### src/rtl/mem_wb_skid_reg.sv
// mem_wb_skid_reg: two-entry MEM/WB pipeline register with a skid slot,
// writeback mux and register-write qualification.
module mem_wb_skid_reg #(
  parameter int DATA_W           = 64,
  parameter int RD_W             = 5,
  parameter bit ZERO_RD_SUPPRESS = 1'b1
) (
  input  logic              clk,
  input  logic              reset,
  input  logic              flush,
  input  logic              in_valid,
  output logic              in_ready,
  input  logic [RD_W-1:0]   in_rd,
  input  logic [DATA_W-1:0] in_result,
  input  logic [DATA_W-1:0] in_mem_data,
  input  logic              in_regWrite,
  input  logic              in_MemtoReg,
  output logic              out_valid,
  input  logic              out_ready,
  output logic [RD_W-1:0]   out_rd,
  output logic [DATA_W-1:0] out_alu_result,
  output logic [DATA_W-1:0] out_mem_data,
  output logic              out_MemtoReg,
  output logic              out_regWrite,
  output logic [DATA_W-1:0] out_wb_data,
  output logic [1:0]        occupancy
);

  typedef enum logic [1:0] {
    EMPTY = 2'd0,
    ONE   = 2'd1,
    FULL  = 2'd2
  } state_t;

  typedef struct packed {
    logic [RD_W-1:0]   rd;
    logic [DATA_W-1:0] result;
    logic [DATA_W-1:0] mem_data;
    logic              regWrite;
    logic              MemtoReg;
  } entry_t;

  state_t state_q, state_d;
  entry_t main_q, skid_q, in_ent;
  logic   push, pop;
  logic   load_main_in, load_main_skid, load_skid;
  logic   rd_ok;

  assign in_ent = '{rd:       in_rd,
                    result:   in_result,
                    mem_data: in_mem_data,
                    regWrite: in_regWrite,
                    MemtoReg: in_MemtoReg};

  assign push = in_valid & in_ready & ~flush;
  assign pop  = out_valid & out_ready & ~flush;

  always_ff @(posedge clk) begin
    if (!reset) begin
      state_q <= EMPTY;
    end else begin
      state_q <= state_d;
    end
  end

  always_comb begin
    state_d        = state_q;
    load_main_in   = 1'b0;
    load_main_skid = 1'b0;
    load_skid      = 1'b0;
    case (state_q)
      EMPTY: begin
        if (push) begin
          load_main_in = 1'b1;
          state_d      = ONE;
        end
      end
      ONE: begin
        unique case (1'b1)
          push & pop: load_main_in = 1'b1;
          push & ~pop: begin
            load_skid = 1'b1;
            state_d   = FULL;
          end
          pop & ~push: state_d = EMPTY;
          default: state_d = ONE;
        endcase
      end
      FULL: begin
        if (pop) begin
          load_main_skid = 1'b1;
          state_d        = ONE;
        end
      end
      default: state_d = EMPTY;
    endcase
    // push/pop are already gated by flush, so no loads happen here
    if (flush) state_d = EMPTY;
  end

  always_comb begin
    in_ready  = 1'b1;
    out_valid = 1'b0;
    occupancy = 2'd0;
    case (state_q)
      ONE: begin
        out_valid = 1'b1;
        occupancy = 2'd1;
      end
      FULL: begin
        in_ready  = 1'b0;
        out_valid = 1'b1;
        occupancy = 2'd2;
      end
      default: begin
        in_ready  = 1'b1;
        out_valid = 1'b0;
        occupancy = 2'd0;
      end
    endcase
  end

  always_ff @(posedge clk) begin
    if (!reset) begin
      main_q <= '0;
      skid_q <= '0;
    end else begin
      if (load_main_in) begin
        main_q <= in_ent;
      end else if (load_main_skid) begin
        main_q <= skid_q;
      end
      if (load_skid) begin
        skid_q <= in_ent;
      end
    end
  end

  assign out_rd         = main_q.rd;
  assign out_alu_result = main_q.result;
  assign out_mem_data   = main_q.mem_data;
  assign out_MemtoReg   = main_q.MemtoReg;
  assign out_wb_data    = main_q.MemtoReg ? main_q.mem_data
                                          : main_q.result;

  assign rd_ok = ZERO_RD_SUPPRESS ? (main_q.rd != '0) : 1'b1;
  assign out_regWrite = out_valid & main_q.regWrite & rd_ok;

endmodule
### config.mk
export PLATFORM = sky130hd
export DESIGN_NAME = mem_wb_skid_reg
export DESIGN_NICKNAME = d
export VERILOG_FILES = /design/src/rtl/mem_wb_skid_reg.sv
export SDC_FILE = /design/constraint.sdc
export NUM_CORES = 1
export LEC_CHECK = 0
export CAP_MARGIN = 25
export CELL_PAD_IN_SITES_DETAIL_PLACEMENT = 1
export CELL_PAD_IN_SITES_GLOBAL_PLACEMENT = 1
export CORE_MARGIN = 3
export CORE_UTILIZATION = 37
export CTS_BUF_LIST = sky130_fd_sc_hd__clkbuf_8
export CTS_CLUSTER_SIZE = 28
export DETAILED_ROUTE_END_ITERATION = 8
export PLACE_DENSITY_LB_ADDON = 0.05
export REMOVE_ABC_BUFFERS = 1
export SYNTH_ARGS = -nofsm -noshare
export SYNTH_HDL_FRONTEND = slang
export SYNTH_SLANG_ARGS = --single-unit
### constraint.sdc
create_clock -name clk -period 3.1 [get_ports clk]
set_clock_uncertainty 0.05 [all_clocks]
set_input_delay 0.31 -clock clk [delete_from_list [all_inputs] [get_ports clk]]
set_output_delay 0.31 -clock clk [all_outputs]
set_load 0.01 [all_outputs]
Yosys cells after proc, flatten, opt, wreduce, memory -nomap -nowiden --
Index checks and enable logic that the tools add are counted.
Word-level totals: input port bits 140, bits in registers 272, logic and storage cells 52, output and inout bits 203
Operators by class: equal/unequal tests 5, mux-type cells 17, reduce and logical (&&, ||, !) cells 6, bitwise logic cells 13
Operators by type and width (count):
- two-way mux 135 bit | 2
- two-way mux 64 bit | 1
- case mux 2 bit (3 select lines) | 2
- AND 1 bit | 9
- two-way mux 1 bit | 8
- != test 2 bit, second input constant | 3
- nonzero test 5 bit | 1
- two-way mux 2 bit | 2
- NOT 1 bit | 4
- case mux 2 bit (2 select lines) | 1
- OR reduction 2 bit | 2
- AND reduction 3 bit | 1
- equality test 2 x 1 -> 1 bit, second input constant | 1
- equality test 2 bit, second input constant | 1
- logical NOT 2 bit | 1
- case mux 1 bit (2 select lines) | 1
- nonzero test 2 bit | 1

Longest topological paths before layout --
Gate-level depths: netlist (run 1).
word-level depth 9, gate-level depth with buffers 11, depth with buffers taken out 8

Least setup slack after synthesis (run 1) --
No wires, ideal clock.
kind register to register, from reg state_q[0], to reg main_q, in the netlist out_alu_result[0], setup time 0.089 ns, period minus slack after synthesis 2.435 ns, path slack 0.665 ns, data required time 2.961 ns, buffers on the path 3, arrival 2.296 ns, stages on the path, launching flop included 12, path through dfxtp_1 -> inv_1 -> ha_1 -> or3b_2 -> inv_1 -> ha_1 -> nand2_1 -> and2_1 -> buf_6 -> buf_6 -> buf_6 -> a311oi_2
Between the ends: cells in the longest elaborated chain, start to end 9, elaborated cells on any way between the ends 18, classes of those cells eq/ne (2); mux (8); bitwise (5); reduce/logical (3)
RTL lines:
- start, declared | line 43 | state_t state_q, state_d;
- start signal, assigned | line 62 | state_q <= state_d;
- equality test 2 bit / equality test 2 x 1 -> 1 bit (equally long branches) | line 71, 105
- OR reduction 2 bit (no line)
- two-way mux 1 bit | line 105 | case (state_q)
- AND 1 bit (2 in series) | line 56 | assign pop = out_valid & out_ready & ~flush;
- AND 1 bit | line 80 | push & pop: load_main_in = 1'b1;
- two-way mux 1 bit | line 79 | unique case (1'b1)
- case mux 1 bit (2 select lines) | line 71 | case (state_q)
- two-way mux 135 bit / nonzero test 2 bit (equally long branches)
- end signal, assigned | line 129 | main_q <= in_ent;
- end signal, assigned | line 131 | main_q <= skid_q;
- end, declared | line 44 | entry_t main_q, skid_q, in_ent;
Parallel ways exist; a longest one is shown, timed or not. A chain may end at the register's enable or synchronous reset.

Worst setup path after layout (run 1) --
from reg main_q, in the netlist out_MemtoReg, to out out_wb_data[3]
Between the ends: cells in the longest elaborated chain, start to end 1
RTL lines:
- two-way mux 64 bit | line 143 | assign out_wb_data = main_q.MemtoReg ? main_q.mem_data
- end, declared | line 25 | output logic [DATA_W-1:0] out_wb_data,
No other way between the ends.

==> impl_metrics.env, run 1 <==
export IMPL_syn_cell_area_mm2=0.01293
export IMPL_synth_ff_type="dfxtp_1"
export IMPL_grt_pass1_wl_um=67920
export IMPL_grt_usage_pct=22.57
export IMPL_finalSetupViolations=0
export IMPL_min_path_type="input pin to flop"
export IMPL_timing_hold_ws_ns=0.2869
export IMPL_outcome="finished, final reports clean"
export IMPL_netlist_instances=1586
export IMPL_max_cap_violations=0
export IMPL_final_layout_size_suffix_gt1_share_pct=12.92
export IMPL_finalHoldViolCount=0
export IMPL_report_final_slew_viol_count=0
export IMPL_numCtsBuffers=49
export IMPL_cp_max_fo=33
export IMPL_worst_pin_slew_ns=0.7916
export IMPL_grt_remaining_overflow=0
export IMPL_cp_startpoint="out_MemtoReg"
export IMPL_seq_area_frac_synth_pct=42.10
export IMPL_worst_skew_pair_late_latency_ns=0.55
export IMPL_vias=11781
export IMPL_die_h_um=193.0
export IMPL_critPathKind="flop to output pin"
export IMPL_h_tree_depth=2
export IMPL_rr_worst_depth=9
export IMPL_pre_cts_slack_ns=0.3914
export IMPL_cts_sinks=272
export IMPL_drc=0
export IMPL_route_detailed_wl_per_inst_um=19.54
export IMPL_final_antenna_net_count=0
export IMPL_intPower_mw=6.369
export IMPL_area_delta_synth_final_pct=29.70
export IMPL_grt_setup_unrepaired="no"
export IMPL_fin_util_pct=49.41
export IMPL_antenna_found_initial=7
export IMPL_wl_met2_um=20890
export IMPL_power_density_mw_per_mm2=511.1
export IMPL_syn_mean_instance_area_um2=8.156
export IMPL_highest_layer="met5"
export IMPL_start_util_pct=38.10
export IMPL_required_ns=2.74
export IMPL_yosysWarnings=0
export IMPL_post_synth_num_cell_types=26
export IMPL_drt_iter0_drc=533
export IMPL_clkPwrFrac_pct=40.8
export IMPL_cts_root_buf="clkbuf_8"
export IMPL_holdPathEnd="skid_q[83]"
export IMPL_io_buffers=342
export IMPL_tritoncts="done"
export IMPL_holdPathStages=3
export IMPL_power_frac_comb_pct=15.0
export IMPL_regToRegSetupSlack_ns=0.43
export IMPL_nFillCells=3947
export IMPL_async_reset_ff_share_pct=0
export IMPL_via_per_inst=5.297
export IMPL_end_kind="output pin"
export IMPL_fin_crit_sh_pct=92.12
export IMPL_ir_drop_v=0.0003200
export IMPL_dieArea_mm2=0.03724
export IMPL_cts_setup_buffers=0
export IMPL_tns_ns=0
export IMPL_fin_ws_ns=0.2443
export IMPL_yosysTopAreaCellShare_pct=42.10
export IMPL_post_cts_resized=0
export IMPL_hold_start="in_result[17]"
export IMPL_io_pin_count=343
export IMPL_yosysTopAreaCell="dfxtp_1"
export IMPL_clk_path_buf_depth=3
export IMPL_power_leakage_nw=5.670
export IMPL_num_rows=67
export IMPL_synth_most_common_cell="nand2_1"
export IMPL_gp_congestion=0.7538
export IMPL_synth_top_cells_by_area="dfxtp_1, nand2_1, a21oi_1"
export IMPL_swShare_pct=25.73
export IMPL_hpwl_um=27070
export IMPL_wl_met1_um=19140
export IMPL_path_clk_slew_ns=0.06
export IMPL_wl_um=43450
export IMPL_ys_ff_latch=272
export IMPL_wl_met3_um=2606
export IMPL_fmax_ghz=0.3502
export IMPL_grt_pass1_vias=12227
export IMPL_die_x_um=193.0
export IMPL_synth_edf_count=0
export IMPL_fin_crit_ns=2.856
export IMPL_first_pass_iters=4
export IMPL_ctsHoldBuffers=0
export IMPL_reg2reg_to="out_alu_result[48]"
export IMPL_timing_rr_start="state_q[0]"
export IMPL_start_kind="flop"
export IMPL_sequentialPowerShare_pct=44.2
export IMPL_finalNetCount=1882
export IMPL_power_switching_mw=2.206
export IMPL_core_area_mm2=0.03395
export IMPL_critPathArrivalTime_ns=2.50
export IMPL_synth_common_cells="nand2_1, dfxtp_1, a21oi_1"
export IMPL_grt_max_degree=136
export IMPL_slew_headroom_pct=47.23
-- routing by layer --
metal  vias up  GRT usage (%)
li1       5609              -
met1      5790          29.67
met2       309          38.08
met3        63          4.538
met4        10          5.786
met5         -              0
-- logic make-up after synthesis --
group	after synthesis	synth area share [%]
AND/OR/NAND/NOR	555	16.43
AO/OA/AOI/OAI	408	22.24
buffers and inverters	279	12.92
flip-flops	272	42.10
multiplexers	66	5.726
adder cells (fa/ha/maj)	6	0.5804
-- final cells by class --
| class | count | area, um^2 | share of cell area, % |
|---|---|---|---|
| Multi-Input combinational cell | 1035 | 5857 | 34.91 |
| Clock inverter | 21 | 117.6 | 0.7011 |
| Inverter | 7 | 33.78 | 0.2014 |
| Timing Repair Buffer | 371 | 3829 | 22.82 |
| Sequential cell | 272 | 5449 | 32.48 |
| Tap cell | 448 | 560.5 | 3.341 |
| Clock buffer | 67 | 922.1 | 5.497 |
| Antenna cell | 3 | 7.507 | 0.04475 |
-- how the worst max path moves through the flow --
stage	to	depth (start not counted)
after floorplan	out_alu_result[0]	5
after global placement	out_rd[0]	8
after detailed placement	out_alu_result[63]	8
after CTS	out_wb_data[3]	3
after global routing	out_wb_data[23]	3
final	out_wb_data[3]	3
-- worst max-delay path: stages, from the launching register on --
cell             delay (ns)
dfxtp_4                0.77
buf_4                  0.33
mux2_2                 0.35
clkdlybuf4s50_1        0.49
-- placed cells by master, fill, tap and decap left out, drive strengths merged, types with 2 or more instances in the layout --
cell type,instances
dfxtp,272
mux2,64
buf,29
clkdlybuf4s50,342
nand3,2
a311oi,135
ha,6
mux2i,2
and2,2
nand2,544
clkinv,7
inv,19
clkbuf,67
a21oi,270
diode,3
-- state kept, by name (all words and copies together), names as in the netlist --
name	count
main_q	1
out_MemtoReg	1
out_rd	5
state_q	2
out_mem_data	64
out_alu_result	64
skid_q	135
-- stage by stage --
stage          cell area [um^2]  instances  power, mW
6_report                  16780       2224      8.575
5_1_grt                   16770       2223      8.971
4_1_cts                   16770       2221      8.695
3_5_place_dp              15730       2133      5.162
3_3_place_gp              15730       2133      5.138
2_1_floorplan             11290       1314      4.357
-- power by group through the flow --
stage / combinational [mW] / sequential [mW] / clock [mW]
after global placement: 1.27 / 3.87 / 0
after CTS: 1.30 / 3.80 / 3.60
final: 1.28 / 3.79 / 3.50
after floorplan: 0.475 / 3.88 / 0
after global routing: 1.38 / 3.81 / 3.78
after detailed placement: 1.29 / 3.87 / 0
No activity file was read; power rests on OpenSTA's default activity.
==> inputs of run 2 (changes only) <==
Settings changed: CORE_UTILIZATION 37 to 36, CTS_BUF_LIST sky130_fd_sc_hd__clkbuf_8 to sky130_fd_sc_hd__clkbuf_4 sky130_fd_sc_hd__clkbuf_8 sky130_fd_sc_hd__clkbuf_16, GPL_ROUTABILITY_DRIVEN from default to 0.
==> impl_metrics.env, run 2 (same netlist as run 1, synthesis figures left out) <==
export IMPL_outcome="finished, final reports clean"
export IMPL_antenna_found_initial=5
export IMPL_critPathArrivalTime_ns=3.13
export IMPL_vias=11709
export IMPL_finalNetCount=1861
export IMPL_fmax_ghz=0.3662
export IMPL_power_density_mw_per_mm2=526.2
export IMPL_io_buffers=342
export IMPL_path_clk_slew_ns=0.06
export IMPL_slew_headroom_pct=56.87
export IMPL_ctsHoldBuffers=0
export IMPL_drc=0
export IMPL_die_h_um=195.6
export IMPL_finalHoldViolCount=0
export IMPL_layout_commonest_cell="nand2_1"
export IMPL_power_switching_mw=2.165
export IMPL_start_kind="flop"
export IMPL_power_leakage_nw=5.625
export IMPL_sequentialPowerShare_pct=42.7
export IMPL_swShare_pct=24.46
export IMPL_grt_pass1_wl_um=68120
export IMPL_final_layout_size_suffix_gt1_share_pct=11.85
export IMPL_num_rows=68
export IMPL_dieArea_mm2=0.03824
export IMPL_grt_max_degree=102
export IMPL_route_detailed_wl_per_inst_um=20.01
export IMPL_fin_crit_sh_pct=88.09
export IMPL_drt_iter0_drc=474
export IMPL_grt_pass1_vias=11937
export IMPL_clkPwrFrac_pct=42.7
export IMPL_cp_max_fo=61
export IMPL_cts_sinks=272
export IMPL_cts_root_buf="clkbuf_16"
export IMPL_fin_crit_ns=2.731
export IMPL_required_ns=3.50
export IMPL_core_area_mm2=0.03497
export IMPL_numCtsBuffers=31
export IMPL_grt_remaining_overflow=0
export IMPL_io_pin_count=343
export IMPL_post_cts_resized=0
export IMPL_start_util_pct=36.99
export IMPL_min_path_type="input pin to flop"
export IMPL_worst_skew_pair_late_latency_ns=0.55
export IMPL_h_tree_depth=1
export IMPL_clk_path_buf_depth=3
export IMPL_cts_setup_buffers=0
export IMPL_final_antenna_net_count=0
export IMPL_max_cap_violations=0
export IMPL_tritoncts="done"
export IMPL_hpwl_um=27810
export IMPL_via_per_inst=5.337
export IMPL_grt_usage_pct=21.76
export IMPL_fin_util_pct=48.11
export IMPL_die_x_um=195.6
export IMPL_worst_pin_slew_ns=0.6435
export IMPL_grt_setup_unrepaired="no"
export IMPL_layout_common_cells="nand2_1, clkdlybuf4s50_1, dfxtp_1, a21oi_1, a311oi_1"
export IMPL_top_register="skid_q"
export IMPL_ir_drop_v=0.0004117
export IMPL_report_final_slew_viol_count=0
export IMPL_finalSetupViolations=0
export IMPL_tns_ns=0
export IMPL_largest_reg_flops=135
export IMPL_critPathKind="flop to flop"
export IMPL_power_frac_comb_pct=14.5
export IMPL_area_delta_synth_final_pct=30.05
export IMPL_first_pass_iters=4
export IMPL_intPower_mw=6.686
export IMPL_wl_um=43910
export IMPL_end_kind="flop"
-- run 2: final cells by class --
cell class | instances | area, um^2
fill | 4055 | 18150
multi-input combinational | 1035 | 5857
sequential | 272 | 5449
timing repair buffer | 368 | 3844
clock buffer | 50 | 987.2
tap | 455 | 569.3
clock inverter | 6 | 80.08
inverter | 7 | 33.78
antenna | 1 | 2.502
-- run 2: path summary, 6_finish.rpt --
kind / startpoint / endpoint / slack (ns) / cells past startpoint
max reg2reg: state_q[0] / out_mem_data[3] / 0.37 / 9
min: in_mem_data[55] / skid_q[57] / 0.29 / 3
min reg2reg: skid_q[97] / skid_q[97] / 0.40 / 2
max: state_q[0] / out_mem_data[3] / 0.37 / 9
-- run 2: per-layer routing --
layer  vias to the layer above  track usage (%)  share of wire (%)
li1                       5566                -                  -
met5                         -                0               0.13
met4                         8            4.542                1.8
met2                       283            36.86                 48
met3                        56            4.141                5.2
met1                      5796            28.98                 45
-- run 2: through the flow --
stage          setup WS (ns)  instances  total power [mW]  cell area [um^2]  hold WS, ns
2_1_floorplan         -3.958       1314             4.357             11290       0.3866
3_3_place_gp          0.4012       2137             5.133             15750       0.3913
3_5_place_dp          0.3489       2137             5.154             15750       0.3971
4_1_cts               0.4167       2193             8.967             16820       0.2586
5_1_grt               0.1884       2194             9.213             16820       0.2827
6_report              0.3693       2194             8.851             16820       0.2855
-- run 2: power groups by stage --
| stage | clock network (mW) | logic, mW | registers, mW |
|---|---|---|---|
| 2_1_floorplan | 0 | 0.475 | 3.88 |
| 3_3_place_gp | 0 | 1.28 | 3.86 |
| 3_5_place_dp | 0 | 1.30 | 3.86 |
| 4_1_cts | 3.88 | 1.30 | 3.79 |
| 5_1_grt | 4.03 | 1.38 | 3.80 |
| 6_report | 3.78 | 1.29 | 3.78 |
-- run 2: worst max-delay path: stages (launching register included) --
cell and delay (ns):
dfxtp_1 0.38, inv_1 0.08, ha_1 0.29, or3b_2 0.49, inv_1 0.10, ha_1 0.22
nand2_4 0.12, and2_4 0.26, buf_12 0.22, a311oi_1 0.31
==> inputs of run 3 (changes only) <==
Settings changed: CORE_MARGIN 3 to 2.
==> impl_metrics.env, run 3 (same netlist as run 1, synthesis figures left out) <==
export IMPL_grt_remaining_overflow=0
export IMPL_holdPathEnd="skid_q[116]"
export IMPL_hpwl_um=26460
export IMPL_power_density_mw_per_mm2=536.4
export IMPL_layout_commonest_cell="nand2_1"
export IMPL_ctsHoldBuffers=0
export IMPL_final_area_mm2=0.01689
export IMPL_nFillCells=4134
export IMPL_seq_area_mm2=0.005449
export IMPL_io_pin_count=343
export IMPL_layout_common_cells="nand2_1, clkdlybuf4s50_1, dfxtp_1, a21oi_1, a311oi_1"
export IMPL_antenna_found_initial=5
export IMPL_h_tree_depth=2
export IMPL_end_kind="flop"
export IMPL_drt_iter0_drc=451
export IMPL_cts_root_buf="clkbuf_16"
export IMPL_crit_chain="inv_1 > ha_1 > or3b_2 > inv_1 > ha_1 > nand2_4 > buf_12 > buf_4 > a21oi_1 > a311oi_2"
export IMPL_instances_no_fill=2203
export IMPL_grt_usage_pct=22.32
export IMPL_outcome="finished, final reports clean"
export IMPL_holdPathStages=3
export IMPL_start_kind="flop"
export IMPL_rr_worst_depth=10
export IMPL_core_area_mm2=0.03548
export IMPL_grt_pass1_wl_um=68350
export IMPL_min_path_type="input pin to flop"
export IMPL_worst_skew_pair_late_latency_ns=0.51
export IMPL_timing_rr_start="state_q[0]"
export IMPL_fin_crit_ns=2.835
export IMPL_worst_pin_slew_ns=0.7346
export IMPL_grt_pass1_vias=11820
export IMPL_required_ns=3.40
export IMPL_critPathArrivalTime_ns=3.14
export IMPL_final_layout_size_suffix_gt1_share_pct=11.95
export IMPL_clk_path_buf_depth=3
export IMPL_tritoncts="done"
export IMPL_route_detailed_wl_per_inst_um=19.64
export IMPL_finalNetCount=1864
export IMPL_finalHoldViolCount=0
export IMPL_grt_setup_unrepaired="no"
export IMPL_critPathKind="flop to flop"
export IMPL_vias=11657
export IMPL_die_x_um=193.6
export IMPL_report_final_slew_viol_count=0
export IMPL_dpl_cell_area_mm2=0.01576
export IMPL_grt_max_degree=136
export IMPL_cp_max_fo=109
export IMPL_ir_drop_v=0.0004336
export IMPL_placed_cells=2143
export IMPL_power_leakage_nw=5.656
export IMPL_slew_headroom_pct=51.03
export IMPL_io_buffers=342
export IMPL_numCtsBuffers=34
export IMPL_reg2reg_to="out_alu_result[21]"
export IMPL_hold_start="in_result[50]"
export IMPL_post_cts_resized=0
export IMPL_cts_sinks=272
export IMPL_cpPeakStageDelay_ns=0.50
export IMPL_start_util_pct=36.45
export IMPL_multi_input_area_mm2=0.005857
export IMPL_max_cap_violations=0
export IMPL_wl_um=43270
export IMPL_cp_slowest_cell="or3b_2"
export IMPL_largest_reg_flops=135
export IMPL_final_antenna_net_count=0
export IMPL_path_delay_family="buffers and inverters"
export IMPL_regToRegSetupSlack_ns=0.27
export IMPL_die_h_um=193.6
export IMPL_dieArea_mm2=0.03746
export IMPL_num_rows=69
export IMPL_finalSetupViolations=0
export IMPL_drc=0
export IMPL_fin_crit_sh_pct=91.44
export IMPL_via_per_inst=5.291
export IMPL_cts_setup_buffers=0
export IMPL_top_register="skid_q"
export IMPL_path_clk_slew_ns=0.06
export IMPL_area_delta_synth_final_pct=30.61
export IMPL_first_pass_iters=4
export IMPL_crit_buf_inv=4
export IMPL_fmax_ghz=0.3528
-- run 3: per-stage QoR --
stage | total power, mW | utilization [%] | hold WS [ns] | setup slack (ns) | setup TNS, ns
3_3_place_gp | 5.131 | 44.42 | 0.3916 | 0.3451 | 0
6_report | 9.061 | 47.61 | 0.3193 | 0.2655 | 0
5_1_grt | 9.421 | 47.60 | 0.3250 | 0.1122 | 0
2_1_floorplan | 4.357 | - | 0.3866 | -3.958 | -668.77
4_1_cts | 9.170 | 47.60 | 0.2966 | 0.3238 | 0
3_5_place_dp | 5.150 | 44.42 | 0.3978 | 0.2427 | 0
-- run 3: how the worst max path moves through the flow --
stage,start,depth (start not counted),slack (ns),end
global route,state_q[0],10,0.11,out_mem_data[7]
CTS,state_q[0],10,0.32,out_alu_result[9]
floorplan,state_q[0],5,-3.96,out_alu_result[0]
global placement,flush,9,0.35,out_alu_result[23]
finish,state_q[0],10,0.27,out_alu_result[21]
detailed placement,flush,9,0.24,out_alu_result[9]
-- run 3: where the power goes --
group | total, mW | internal, mW | leakage (nW) | switching, mW
Combinational | 1.29 | 0.719 | 2.87 | 0.572
Clock | 3.99 | 2.45 | 0.570 | 1.54
Sequential | 3.78 | 3.65 | 2.22 | 0.131
Total | 9.06 | 6.82 | 5.66 | 2.25
-- run 3: final cells by class --
cell class	count	share of cell area, %
Inverter	7	0.2000
Antenna cell	2	0.02963
Multi-Input combinational cell	1035	34.67
Clock inverter	6	0.3703
Sequential cell	272	32.25
Timing Repair Buffer	368	22.75
Clock buffer	52	6.310
Tap cell	461	3.414
-- run 3: routing by layer --
layer	track usage, %	part of all wire [%]	vias up	wire length [um]
li1	-	-	5575	-
met3	4.219	5.0	53	2157
met2	37.26	47	266	20510
met4	4.693	1.4	4	621
met1	30.01	46	5759	19950
met5	0	0.060	-	26
-- run 3: tightest hold or removal path, cell delays in order --
cell,delay (ns)
clkdlybuf4s50_1,0.42
nand2_1,0.06
a21oi_1,0.05
